$ cat config.mk
export PLATFORM = sky130hd
export DESIGN_NAME = muldiv_unit
export DESIGN_NICKNAME = d
export VERILOG_FILES = /design/src/rtl/muldiv_pkg.sv /design/src/rtl/muldiv_core.sv /design/src/rtl/muldiv_unit.sv
export SDC_FILE = /design/constraint.sdc
export NUM_CORES = 1
export LEC_CHECK = 0
export ABC_AREA = 1
export CELL_PAD_IN_SITES_DETAIL_PLACEMENT = 1
export CELL_PAD_IN_SITES_GLOBAL_PLACEMENT = 1
export CORE_MARGIN = 2
export CORE_UTILIZATION = 35
export CTS_BUF_LIST = sky130_fd_sc_hd__clkbuf_2 sky130_fd_sc_hd__clkbuf_4 sky130_fd_sc_hd__clkbuf_8
export DETAILED_ROUTE_END_ITERATION = 10
export PLACE_DENSITY_LB_ADDON = 0.15
export SLEW_MARGIN = 30
export SYNTH_ARGS = -nofsm -noshare
export SYNTH_HDL_FRONTEND = slang
export SYNTH_SLANG_ARGS = --single-unit
$ cat constraint.sdc
create_clock -name clk -period 3 [get_ports clk]
set_input_delay 0.75 -clock clk [delete_from_list [all_inputs] [get_ports clk]]
set_output_delay 0.75 -clock clk [all_outputs]
set_load 0.03 [all_outputs]
$ cat src/rtl/muldiv_pkg.sv
// muldiv_pkg: shared types and constants for the RV32M multiply/divide unit.
//   op_e     - RV32M funct3 encodings
//   state_e  - sequencing FSM states
//   cnt_bits - iteration counter width for a given operand width
package muldiv_pkg;

  typedef enum logic [2:0] {
    OP_MUL    = 3'd0,
    OP_MULH   = 3'd1,
    OP_MULHSU = 3'd2,
    OP_MULHU  = 3'd3,
    OP_DIV    = 3'd4,
    OP_DIVU   = 3'd5,
    OP_REM    = 3'd6,
    OP_REMU   = 3'd7
  } op_e;

  typedef enum logic [1:0] {
    ST_IDLE = 2'd0,
    ST_CALC = 2'd1,
    ST_DONE = 2'd2
  } state_e;

  localparam int WIDTH_DEFAULT = 32;

  function automatic int cnt_bits(input int width);
    return $clog2(width) + 1;
  endfunction

endpackage

$ cat src/rtl/muldiv_core.sv
// muldiv_core: shared radix-2 iterative datapath, one bit per step.
//   clk, reset_n  - clock, async active-low reset
//   load          - capture operand magnitudes, clear accumulator high half and counter
//   step          - perform one iteration
//   div           - 1: restoring divide step, 0: shift-add multiply step
//   a_mag, b_mag  - unsigned operand magnitudes
//   acc           - multiply: 2*WIDTH product; divide: {remainder, quotient}
//   last          - current step is the final one
module muldiv_core
  import muldiv_pkg::*;
#(
  parameter int WIDTH = 32
) (
  input  logic               clk,
  input  logic               reset_n,
  input  logic               load,
  input  logic               step,
  input  logic               div,
  input  logic [WIDTH-1:0]   a_mag,
  input  logic [WIDTH-1:0]   b_mag,
  output logic [2*WIDTH-1:0] acc,
  output logic               last
);

  localparam int CW = cnt_bits(WIDTH);

  logic [CW-1:0]      cnt;
  logic [WIDTH-1:0]   opnd;
  logic [WIDTH-1:0]   hi;
  logic [WIDTH-1:0]   lo;
  logic [WIDTH:0]     mul_sum;
  logic [WIDTH:0]     shifted;
  logic [WIDTH:0]     diff;
  logic [2*WIDTH-1:0] acc_next;

  assign hi   = acc[2*WIDTH-1:WIDTH];
  assign lo   = acc[WIDTH-1:0];
  assign last = (cnt == CW'(WIDTH - 1));

  // Multiply: the multiplier sits in the low half and is consumed LSB first
  // while the partial product shifts in from the top.
  // Divide: the dividend sits in the low half and is consumed MSB first while
  // quotient bits shift in at the bottom. The partial remainder stays below
  // the divisor, so it always fits back into WIDTH bits.
  always_comb begin
    mul_sum = {1'b0, hi} + (lo[0] ? {1'b0, opnd} : '0);
    shifted = {hi, lo[WIDTH-1]};
    diff    = shifted - {1'b0, opnd};
    if (!div)
      acc_next = {mul_sum, lo[WIDTH-1:1]};
    else if (diff[WIDTH])
      acc_next = {shifted[WIDTH-1:0], lo[WIDTH-2:0], 1'b0};
    else
      acc_next = {diff[WIDTH-1:0], lo[WIDTH-2:0], 1'b1};
  end

  always_ff @(posedge clk or negedge reset_n) begin
    if (!reset_n) begin
      acc  <= '0;
      opnd <= '0;
      cnt  <= '0;
    end else if (load) begin
      acc  <= {{WIDTH{1'b0}}, a_mag};
      opnd <= b_mag;
      cnt  <= '0;
    end else if (step) begin
      acc  <= acc_next;
      cnt  <= cnt + 1'b1;
    end
  end

endmodule

$ cat src/rtl/muldiv_unit.sv
// muldiv_unit: iterative RV32M multiply/divide execute unit.
//   clk, reset_n      - clock, async active-low reset
//   in_valid/in_ready - request handshake (accepted when both high)
//   op                - RV32M funct3
//   read1_data/read2_data - rs1/rs2 operands
//   rd_location       - destination register
//   flush             - abort the in-flight operation
//   busy              - operation in flight
//   write_enabled/write_location/write_data - register-file write port
// Optional: MULDIV_EARLY_OUT_EN lets divide-by-zero, signed overflow and
// rd==0 requests bypass the iterative datapath.
//
// state   | meaning
// IDLE    | ready for a request
// CALC    | WIDTH iterations of the core datapath
// DONE    | sign fix-up, result select, register-file write
module muldiv_unit
  import muldiv_pkg::*;
#(
  parameter int WIDTH    = 32,
  parameter int LOC_BITS = 5
) (
  input  logic                clk,
  input  logic                reset_n,
  input  logic                in_valid,
  output logic                in_ready,
  input  logic [2:0]          op,
  input  logic [WIDTH-1:0]    read1_data,
  input  logic [WIDTH-1:0]    read2_data,
  input  logic [LOC_BITS-1:0] rd_location,
  input  logic                flush,
  output logic                busy,
  output logic                write_enabled,
  output logic [LOC_BITS-1:0] write_location,
  output logic [WIDTH-1:0]    write_data
);

  state_e              state;
  op_e                 op_in;
  op_e                 op_q;
  logic [LOC_BITS-1:0] rd_q;
  logic                s1_q, s2_q, div0_q;
  logic                s1_in, s2_in;
  logic [WIDTH-1:0]    a_mag, b_mag;
  logic                accept, step, core_last;
  logic [2*WIDTH-1:0]  core_acc, prod_s;
  logic [WIDTH-1:0]    quot, remd, result;

  assign op_in  = op_e'(op);
  assign accept = (state == ST_IDLE) && in_valid && !flush;
  assign step   = (state == ST_CALC) && !flush;

  // MUL takes unsigned magnitudes: the low half of the product is the same.
  always_comb begin
    s1_in = read1_data[WIDTH-1] && (op_in inside {OP_MULH, OP_MULHSU, OP_DIV, OP_REM});
    s2_in = read2_data[WIDTH-1] && (op_in inside {OP_MULH, OP_DIV, OP_REM});
    a_mag = s1_in ? -read1_data : read1_data;
    b_mag = s2_in ? -read2_data : read2_data;
  end

`ifdef MULDIV_EARLY_OUT_EN
  logic             early_in, early_q;
  logic [WIDTH-1:0] special_in, special_q;

  always_comb begin
    early_in   = (rd_location == '0);
    special_in = '0;
    if (op[2] && read2_data == '0) begin
      early_in   = 1'b1;
      special_in = op[1] ? read1_data : '1;
    end else if (op[2] && !op[0] && read2_data == '1 &&
                 read1_data == {1'b1, {(WIDTH-1){1'b0}}}) begin
      early_in   = 1'b1;
      special_in = op[1] ? '0 : read1_data;
    end
  end
`endif

  muldiv_core #(.WIDTH(WIDTH)) u_core (
    .clk     (clk),
    .reset_n (reset_n),
    .load    (accept),
    .step    (step),
    .div     (op_q[2]),
    .a_mag   (a_mag),
    .b_mag   (b_mag),
    .acc     (core_acc),
    .last    (core_last)
  );

  // Divide by zero yields all-ones regardless of operand signs, so the
  // quotient negation is suppressed; the remainder path already returns rs1.
  always_comb begin
    quot   = core_acc[WIDTH-1:0];
    remd   = core_acc[2*WIDTH-1:WIDTH];
    prod_s = (s1_q ^ s2_q) ? -core_acc : core_acc;
    case (op_q)
      OP_MUL:                       result = core_acc[WIDTH-1:0];
      OP_MULH, OP_MULHSU, OP_MULHU: result = prod_s[2*WIDTH-1:WIDTH];
      OP_DIV, OP_DIVU:              result = div0_q ? '1 : ((s1_q ^ s2_q) ? -quot : quot);
      default:                      result = s1_q ? -remd : remd;
    endcase
`ifdef MULDIV_EARLY_OUT_EN
    if (early_q) result = special_q;
`endif
  end

  always_ff @(posedge clk or negedge reset_n) begin
    if (!reset_n) begin
      state          <= ST_IDLE;
      op_q           <= OP_MUL;
      rd_q           <= '0;
      s1_q           <= 1'b0;
      s2_q           <= 1'b0;
      div0_q         <= 1'b0;
      in_ready       <= 1'b1;
      busy           <= 1'b0;
      write_enabled  <= 1'b0;
      write_location <= '0;
      write_data     <= '0;
`ifdef MULDIV_EARLY_OUT_EN
      early_q        <= 1'b0;
      special_q      <= '0;
`endif
    end else begin
      write_enabled <= 1'b0;
      case (state)
        ST_IDLE: begin
          if (accept) begin
            op_q     <= op_in;
            rd_q     <= rd_location;
            s1_q     <= s1_in;
            s2_q     <= s2_in;
            div0_q   <= op[2] && (read2_data == '0);
            in_ready <= 1'b0;
            busy     <= 1'b1;
`ifdef MULDIV_EARLY_OUT_EN
            early_q   <= early_in;
            special_q <= special_in;
            state     <= early_in ? ST_DONE : ST_CALC;
`else
            state     <= ST_CALC;
`endif
          end
        end
        ST_CALC: begin
          if (flush) begin
            state    <= ST_IDLE;
            in_ready <= 1'b1;
            busy     <= 1'b0;
          end else if (core_last) begin
            state    <= ST_DONE;
          end
        end
        ST_DONE: begin
          state    <= ST_IDLE;
          in_ready <= 1'b1;
          busy     <= 1'b0;
          if (!flush) begin
            write_enabled  <= (rd_q != '0);
            write_location <= rd_q;
            write_data     <= result;
          end
        end
        default: begin
          state    <= ST_IDLE;
          in_ready <= 1'b1;
          busy     <= 1'b0;
        end
      endcase
    end
  end

endmodule

Yosys cells after proc, flatten, opt, wreduce, memory -nomap -nowiden --
Index checks and enable logic that the tools add are counted.
Word-level totals: bits in registers 155, bits of input ports 76, output and inout bits 40, word-level logic and storage cells 85
Operators by class: add/subtract/negate cells 8, equal/unequal tests 15, mux-type cells 26, bitwise gates (word level) 2, reduce and logical (&&, ||, !) cells 20
Operators with widths (number):
- 64-bit two-way mux | 5
- 32-bit two-way mux | 6
- 32-bit negation | 4
- 32-bit case mux with 3 select lines | 1
- 64-bit negation | 1
- 32-bit by 33-bit adder with 33-bit output | 1
- 33-bit by 32-bit subtractor with 33-bit output | 1
- 32-bit zero test | 1
- 3-bit equality test (second input constant) | 4
- 6-bit two-way mux | 2
- 3-bit by 2-bit equality test with 1-bit output (second input constant) | 3
- 2-bit AND reduction | 4
- 6-bit by 1-bit adder with 6-bit output (second input constant) | 1
- 3-bit by 1-bit equality test with 1-bit output (second input constant) | 2
- 6-bit by 5-bit equality test with 1-bit output (second input constant) | 1
- 1-bit logical AND | 6
- 1-bit two-way mux | 6
- 2-bit two-way mux | 3
- 5-bit nonzero test | 1
- 2-bit != test (second input constant) | 2
- 1-bit case mux with 2 select lines | 2
- 2-bit case mux with 2 select lines | 1
- 4-bit nonzero test | 1
- 3-bit zero test | 1
- 11 further kinds | 11

Logic depth before layout (Yosys ltp) --
Gate-level depths: netlist (run 1).
word-level depth 5, mapped depth 21, depth with buffers taken out 20

Hierarchy --
A second synthesis (run 1) with hierarchy kept.
Second synthesis, totals: cell total of the unflattened synthesis 3055, area total of the unflattened synthesis 17618.1 um^2
Modules (own cells, without submodules):
- muldiv_core | times used 1, cells an instance 1656, area each 10189.8 um^2, seq. area each 2552.4 um^2
- muldiv_unit | times used 1, cells an instance 1399, area each 7428.4 um^2, seq. area each 1327.5 um^2

Worst setup path after synthesis (run 1) --
OpenSTA, ideal clock, no wires.
path kind register to register, from register u_core.acc[0], to register u_core.acc[61], library setup time 0.116 ns, arrival time 2.241 ns, data required time 2.884 ns, slack 0.643 ns, stages on the path, launching flop included 21, buffers on the path 1, clock period less this slack 2.357 ns, cells stage by stage dfrtp_1 buf_2 nand2_1 inv_1 ha_1 inv_1 fa_1 inv_1 nand2_1 o21ai_1 nand2_1 nand2_1 nand2_1 nand2_1 nand2_1 nand3_1 nand3_1 nand2_1 inv_1 nand2_1 nand2_1
Between the ends: word-level cells in the longest chain between the ends 5
RTL lines:
- start, declared | line muldiv_core.sv:21 | output logic [2*WIDTH-1:0] acc,
- start signal, assigned | line muldiv_core.sv:63 | acc <= {{WIDTH{1'b0}}, a_mag};
- start signal, assigned | line muldiv_core.sv:67 | acc <= acc_next;
- 32-bit two-way mux | line muldiv_core.sv:46 | mul_sum = {1'b0, hi} + (lo[0] ? {1'b0, opnd} : '0);
- 32-bit by 33-bit adder with 33-bit output | line muldiv_core.sv:46
- 64-bit two-way mux | line muldiv_core.sv:49 | if (!div)
- 64-bit two-way mux | line muldiv_core.sv:66 | end else if (step) begin
- 64-bit two-way mux | line muldiv_core.sv:62 | end else if (load) begin
No other way between the ends. The select of a mux whose other input is x is not followed. A chain may end at the register's enable or synchronous reset.

Worst setup path in the final report (run 1) --
from register u_core.acc[0], to register u_core.acc[48]
The elaborated chain is that of the path after synthesis.

==> impl_metrics.toml, run 1 <==
[status]
status = "finished, final reports clean"

[route]
drt_wl_total_mm = 81.0
drc = 0
wl_per_cell_um = 21.0
vias = 20600
drt-pass1-iter-count = 5
via_per_inst = 5.32
ant_nets = 0
drt_iter0_markers = 1459

[grt]
antenna_found_initial = 1
grt_max_degree = 80
grt_use_total_pct = 32.0
first_global_vias = 20600
grt_overflow = 0
grt_pass1_wl_mm = 123

[synthesis]
synth.most_common_cell = "nand2_1"
yosysSeqAreaShare_pct = 22.5
syn-instance-count = 3045
synth.distinct_cells = 49
synth.avg_cell_area_sq_um = 5.67
synth_area_leader_cell = "nand2_1"
netlist_area_sq_mm = 0.0173
synth_edf_count = 0
async_flop_share_pct = 100
yosysTopAreaCellShare_pct = 23.1
syn_nets = 3192
yosys_warnings = 0
synthTopCellsByArea = "nand2_1 23%, dfrtp_1 22%, inv_1 9.2%"
yosys-top-cells-count = "1,064 x nand2_1, 423 x inv_1, 279 x nor2_1"
ys_ff_latch = 155
dominantRegCellSynth = "dfrtp_1"

[place]
gp_congestion = 0.942
dp_slack_ps = 19.2
placed_cell_area_sq_mm = 0.0197
io_buffer_count = 115
hpwl_mm = 66.6

[setup_path]
critPathRequiredTime_ps = 3450
crit_path_start_kind = "register"
cp-end-kind = "register"
arrival_ps = 3270
path_class = "register to register"
critPathMaxFanout = 9

[die]
row_count = 81
dieWidth_um = 226
start_util_pct = 35.3
dieArea_sq_mm = 0.0511
die_h_um = 226
io_pins = 116
fp.coreArea_sq_mm = 0.0488

[clocking]
cts_tree = "yes"
cts_setup_buffers = 0
cts-htree-levels = 4
clk_root_buffer_cell = "clkbuf_8"
cts_buffers = 17
clkTransAtPathRegs_ps = 100
cts_buffer_depth = 2
clk_latency_ps = 570
hold_buffers = 0
clkSinkCount = 155
ctsResizeCount = 0

[sta]
clock_skew_ps = 26.6
max_clock_freq_ghz = 0.354
tightest_slew_ps = 749
maxSlewHeadroom_pct = 50.0
fin_crit_sh_pct = 94.3
setup_viol = 0
timing.setup.tns_ps = 0
fin_crit_ps = 2830
slew_violations = 0
fin_ws_ps = 172
finalHoldViolCount = 0
rsz0062_at_grt = "false"

[finish]
antennaDiodeCount = 0
fin_area_sq_mm = 0.0202
syn2layout_area_growth_pct = 17.2
drive_above_1_share_pct = 6.68
nets = 3337

[power]
irDropWorstVdd_uv = 445
powerDensity_mw_per_mm2 = 1110
leakagePower_nw = 10.6

[worst_hold_path]
hold_class = "input pin to async pin"

[flow_run]
drv_cap = 0
state kept, by name (all words and copies together), names as in the netlist:
| name | count |
|---|---|
| state | 2 |
| busy | 1 |
| s2_q | 1 |
| write_enabled | 1 |
| s1_q | 1 |
| u_core.cnt | 6 |
| u_core.acc | 64 |
| rd_q | 5 |
| u_core.opnd | 32 |
| div0_q | 1 |
| write_data | 32 |
| in_ready | 1 |
| write_location | 5 |
| op_q | 3 |
placed cells by master (no fill, tap or decap), types with 6 or more instances in the layout:
cell type | netlist | routed
nor2_2 | 11 | 13
ha_1 | 69 | 69
o31ai_1 | 8 | 8
o21ai_1 | 18 | 17
or2_2 | 14 | 14
xnor2_1 | 15 | 15
dfrtp_1 | 154 | 153
nor3_1 | 40 | 38
o21bai_1 | 7 | 7
buf_12 | 1 | 7
nor4_1 | 9 | 9
inv_2 | 8 | 9
a31oi_1 | 21 | 21
a22oi_1 | 16 | 16
nand2_2 | 17 | 20
nand4_1 | 33 | 33
xor2_1 | 55 | 55
o21ai_0 | 211 | 211
nand3b_1 | 22 | 22
buf_4 | 5 | 101
a21oi_1 | 156 | 154
clkbuf_8 | 0 | 17
a21o_1 | 6 | 6
clkdlybuf4s50_1 | 0 | 114
inv_1 | 423 | 422
nand2_1 | 1064 | 1061
nor2_1 | 279 | 276
nand3_1 | 256 | 255
worst max-delay path, stage by stage, from the launching register on:
cell and delay, ps:
dfrtp_1 440, buf_4 200, nand2_1 200, inv_1 80
ha_1 380, nand2_1 110, buf_4 160, nor3_1 330
nand3_1 220, nand4_1 140, nand3_1 160, nand2_1 130
inv_1 50, nand2_1 50, nand2_1 50
path summary, 6_finish.rpt:
kind / slack, ps / from / cells past startpoint / endpoint
setup / recovery: 170 / u_core.acc[0] / 14 / u_core.acc[48]
hold / removal: 100 / reset_n / 1 / u_core.opnd[29]
setup reg to reg: 170 / u_core.acc[0] / 14 / u_core.acc[48]
hold reg to reg: 480 / write_data[25] / 2 / write_data[25]
max in group asynchronous: 2190 / reset_n / 2 / write_data[25]
min in group clk: 480 / write_data[25] / 2 / write_data[25]
where the power goes:
group	internal, mW	switching, mW	total, mW
registers	2.78	0.981	3.77
clock network	0.939	1.03	1.96
logic	5.19	11.6	16.8
final cells by class:
class	count	area, sq um
Clock buffer	17	234
Clock inverter	15	223
Fill cell	6763	28600
Inverter	432	1620
Multi-Input combinational cell	2361	11400
Sequential cell	155	3880
Tap cell	664	831
Timing Repair Buffer	223	2050
routing by layer:
layer / up-vias / share of wire (%) / track usage [%]
li1: 9984 / - / -
met1: 9940 / 50 / 47.3
met2: 549 / 41 / 46.6
met3: 86 / 6.8 / 6.15
met4: 2 / 2.6 / 9.63
met5: - / 0.015 / 0
stage by stage:
step | hold WS (ps) | total power [mW] | cells | utilization (%)
floorplan | 454 | 13.9 | 3045 | -
global placement | 462 | 19.7 | 3835 | 40.4
detailed placement | 464 | 20.1 | 3835 | 40.4
CTS | 89.9 | 22.2 | 3867 | 41.4
global route | 115 | 24.3 | 3867 | 41.4
finish | 105 | 22.5 | 3867 | 41.4
kinds of logic (layout without fill, tap and decap cells):
logic type | Yosys count | count (layout) | share of synthesized area (%)
AOI/OAI and AO/OA | 469 | 469 | 14.7
xor gates and xnor gates | 70 | 70 | 3.55
adders and majority gates | 71 | 71 | 5.23
buffers and inverters | 529 | 687 | 11.9
DFF | 155 | 155 | 22.5
and+or+nand+nor | 1751 | 1751 | 42.1
No activity file was read; power rests on OpenSTA's default activity.
==> run 2: changes to the inputs <==
Settings changed: CELL_PAD_IN_SITES_GLOBAL_PLACEMENT 1 to 2, CORE_UTILIZATION 35 to 32.
==> run 2 against run 1 <==
Against the previous run:
- die area grew 9.2%
- sequential cell count unchanged
- count of clock-buffer cells in the layout up 3
- non-clock buffer count is 9 higher
- power fell by 0.19%
- worst hold slack got worse by 50 ps
- core utilization shrank 3.6 points
- final area is essentially flat
- clock power fell by 16%
- critical path type unchanged
==> impl_metrics.toml, run 2 (synthesis results as in run 1) <==
[finish]
top_regs = "u_core.acc x64, u_core.opnd x32, write_data x32"
syn2layout_area_growth_pct = 17.3
stdcell_count = 3909
largest_register = "u_core.acc"
utilization_pct = 37.8
largest_reg_flops = 64
nets = 3346
final_cell_mix = "1,062 x nand2_1, 422 x inv_1, 275 x nor2_1"
nFillCells = 7299
fin_area_sq_mm = 0.0202
drive_above_1_share_pct = 6.91
final-seq-area_sq_mm = 0.00388
multi_input_area_sq_mm = 0.0114
mostFrequentLayoutCell = "nand2_1"

[sta]
fin_crit_sh_pct = 93.9
tightest_slew_ps = 676
setup_viol = 0
clock_skew_ps = 19.3
maxSlewHeadroom_pct = 54.9
slew_violations = 0
max_clock_freq_ghz = 0.355
fin_ws_ps = 184
rsz0062_at_grt = "false"
finalHoldViolCount = 0
fin_crit_ps = 2820

[clocking]
cts_buffers = 17
cts_tree = "yes"
hold_buffers = 0
clkTransAtPathRegs_ps = 90
cts_buffer_depth = 2
clk_latency_ps = 580
cts-htree-levels = 4
clkSinkCount = 155
clk_root_buffer_cell = "clkbuf_8"

[status]
status = "finished, final reports clean"

[route]
drt_wl_total_mm = 83.3
drt-pass1-iter-count = 5
drt_iter0_markers = 1542
drc = 0
via_per_inst = 5.25
ant_nets = 0
vias = 20500
wl_per_cell_um = 21.3

[die]
die_h_um = 236
start_util_pct = 32.2
fp.coreArea_sq_mm = 0.0536
row_count = 85
io_pins = 116
dieArea_sq_mm = 0.0558
dieWidth_um = 236

[grt]
grt_overflow = 0
grt_use_total_pct = 29.9
antenna_found_initial = 1
first_global_vias = 20400
grt_pass1_wl_mm = 127
grt_max_degree = 68

[power]
irDropWorstVdd_uv = 453
leakagePower_nw = 10.6
powerDensity_mw_per_mm2 = 1110

[setup_path]
slowest_delay_ps = 480
path_delay_family = "simple AND/OR/NAND/NOR gates"
arrival_ps = 3320
path_common_cell = "nand2_1"
crit_path_start_kind = "register"
path_class = "register to register"
critPathBufInv = 2
path_cells = "inv_1 -> ha_1 -> nand2_1 -> nor2_1 -> nand2_1 -> nor2_1 -> nand2_2 -> nand2_2 -> nand2_1 -> nand2_2 -> buf_4 -> nand3_1 -> nand3_1 -> nand2_1 -> nand2_1"
cp-end-kind = "register"
critPathSlowestCell = "dfrtp_1"
critPathMaxFanout = 8
critPathRequiredTime_ps = 3510

[place]
hpwl_mm = 68.6
dp_slack_ps = -32.3
placed_cell_area_sq_mm = 0.0198
gp_congestion = 0.947
dp.cells = 3876
io_buffer_count = 115

[flow_run]
drv_cap = 0

[worst_hold_path]
hold_class = "input pin to async pin"
[run 2: cell types whose count changed in the layout (fill, tap and decap cells not counted), sizes merged]
| cell | delta |
|---|---|
| clkinv | +3 |
| buf | +9 |
| clkinvlp | +1 |
| clkbuf | +3 |
| inv | -3 |
| diode | +1 |
| bufinv | -4 |
[run 2: layout make-up]
cell class | count | share of cell area [%]
inverters | 432 | 8.01
flip-flops and latches | 155 | 19.2
diodes | 1 | 0.0124
repair buffers | 232 | 10.4
clock inverters | 12 | 0.501
multi-input cells | 2361 | 56.2
clock buffers | 20 | 1.36
well taps | 696 | 4.30
[run 2: per-stage QoR]
step	power [mW]	setup TNS, ps	hold WS (ps)
4_1_cts	22.2	0	4.73
5_1_grt	24.4	0	37.4
6_report	22.5	0	55.1
2_1_floorplan	13.9	0	454
3_5_place_dp	20.4	-32.3	464
3_3_place_gp	20.2	0	461
[run 2: worst paths after layout]
path / end / depth (start not counted) / from / slack, ps
hold / removal: u_core.opnd[29] / 1 / reset_n / 60
setup reg to reg: u_core.acc[35] / 15 / u_core.opnd[27] / 180
max in group asynchronous: in_ready / 2 / reset_n / 2090
hold reg to reg: write_data[8] / 2 / write_data[8] / 480
min in group clk: write_data[8] / 2 / write_data[8] / 480
setup / recovery: u_core.acc[35] / 15 / u_core.opnd[27] / 180
[run 2: metal layers]
layer / share of wire, % / routed length [um] / up-vias / track usage (%)
li1: - / - / 10000 / -
met1: 52 / 43000 / 9974 / 45.6
met2: 41 / 34300 / 507 / 43.6
met3: 5.8 / 4810 / 53 / 4.86
met4: 1.4 / 1160 / 0 / 6.31
met5: 0 / 0 / - / 0
[run 2: where the power goes]
group          internal, mW  switching, mW  leakage [nW]
Combinational          5.28           11.7          8.48
Sequential             2.79           1.06          1.96
Clock                 0.658          0.987         0.194
Total                  8.72           13.7          10.6
[run 2: timing repair]
item,4_1_cts,5_1_grt
setup endpoints to repair,0,13
resized for setup,0,8
buffers inserted,0,0
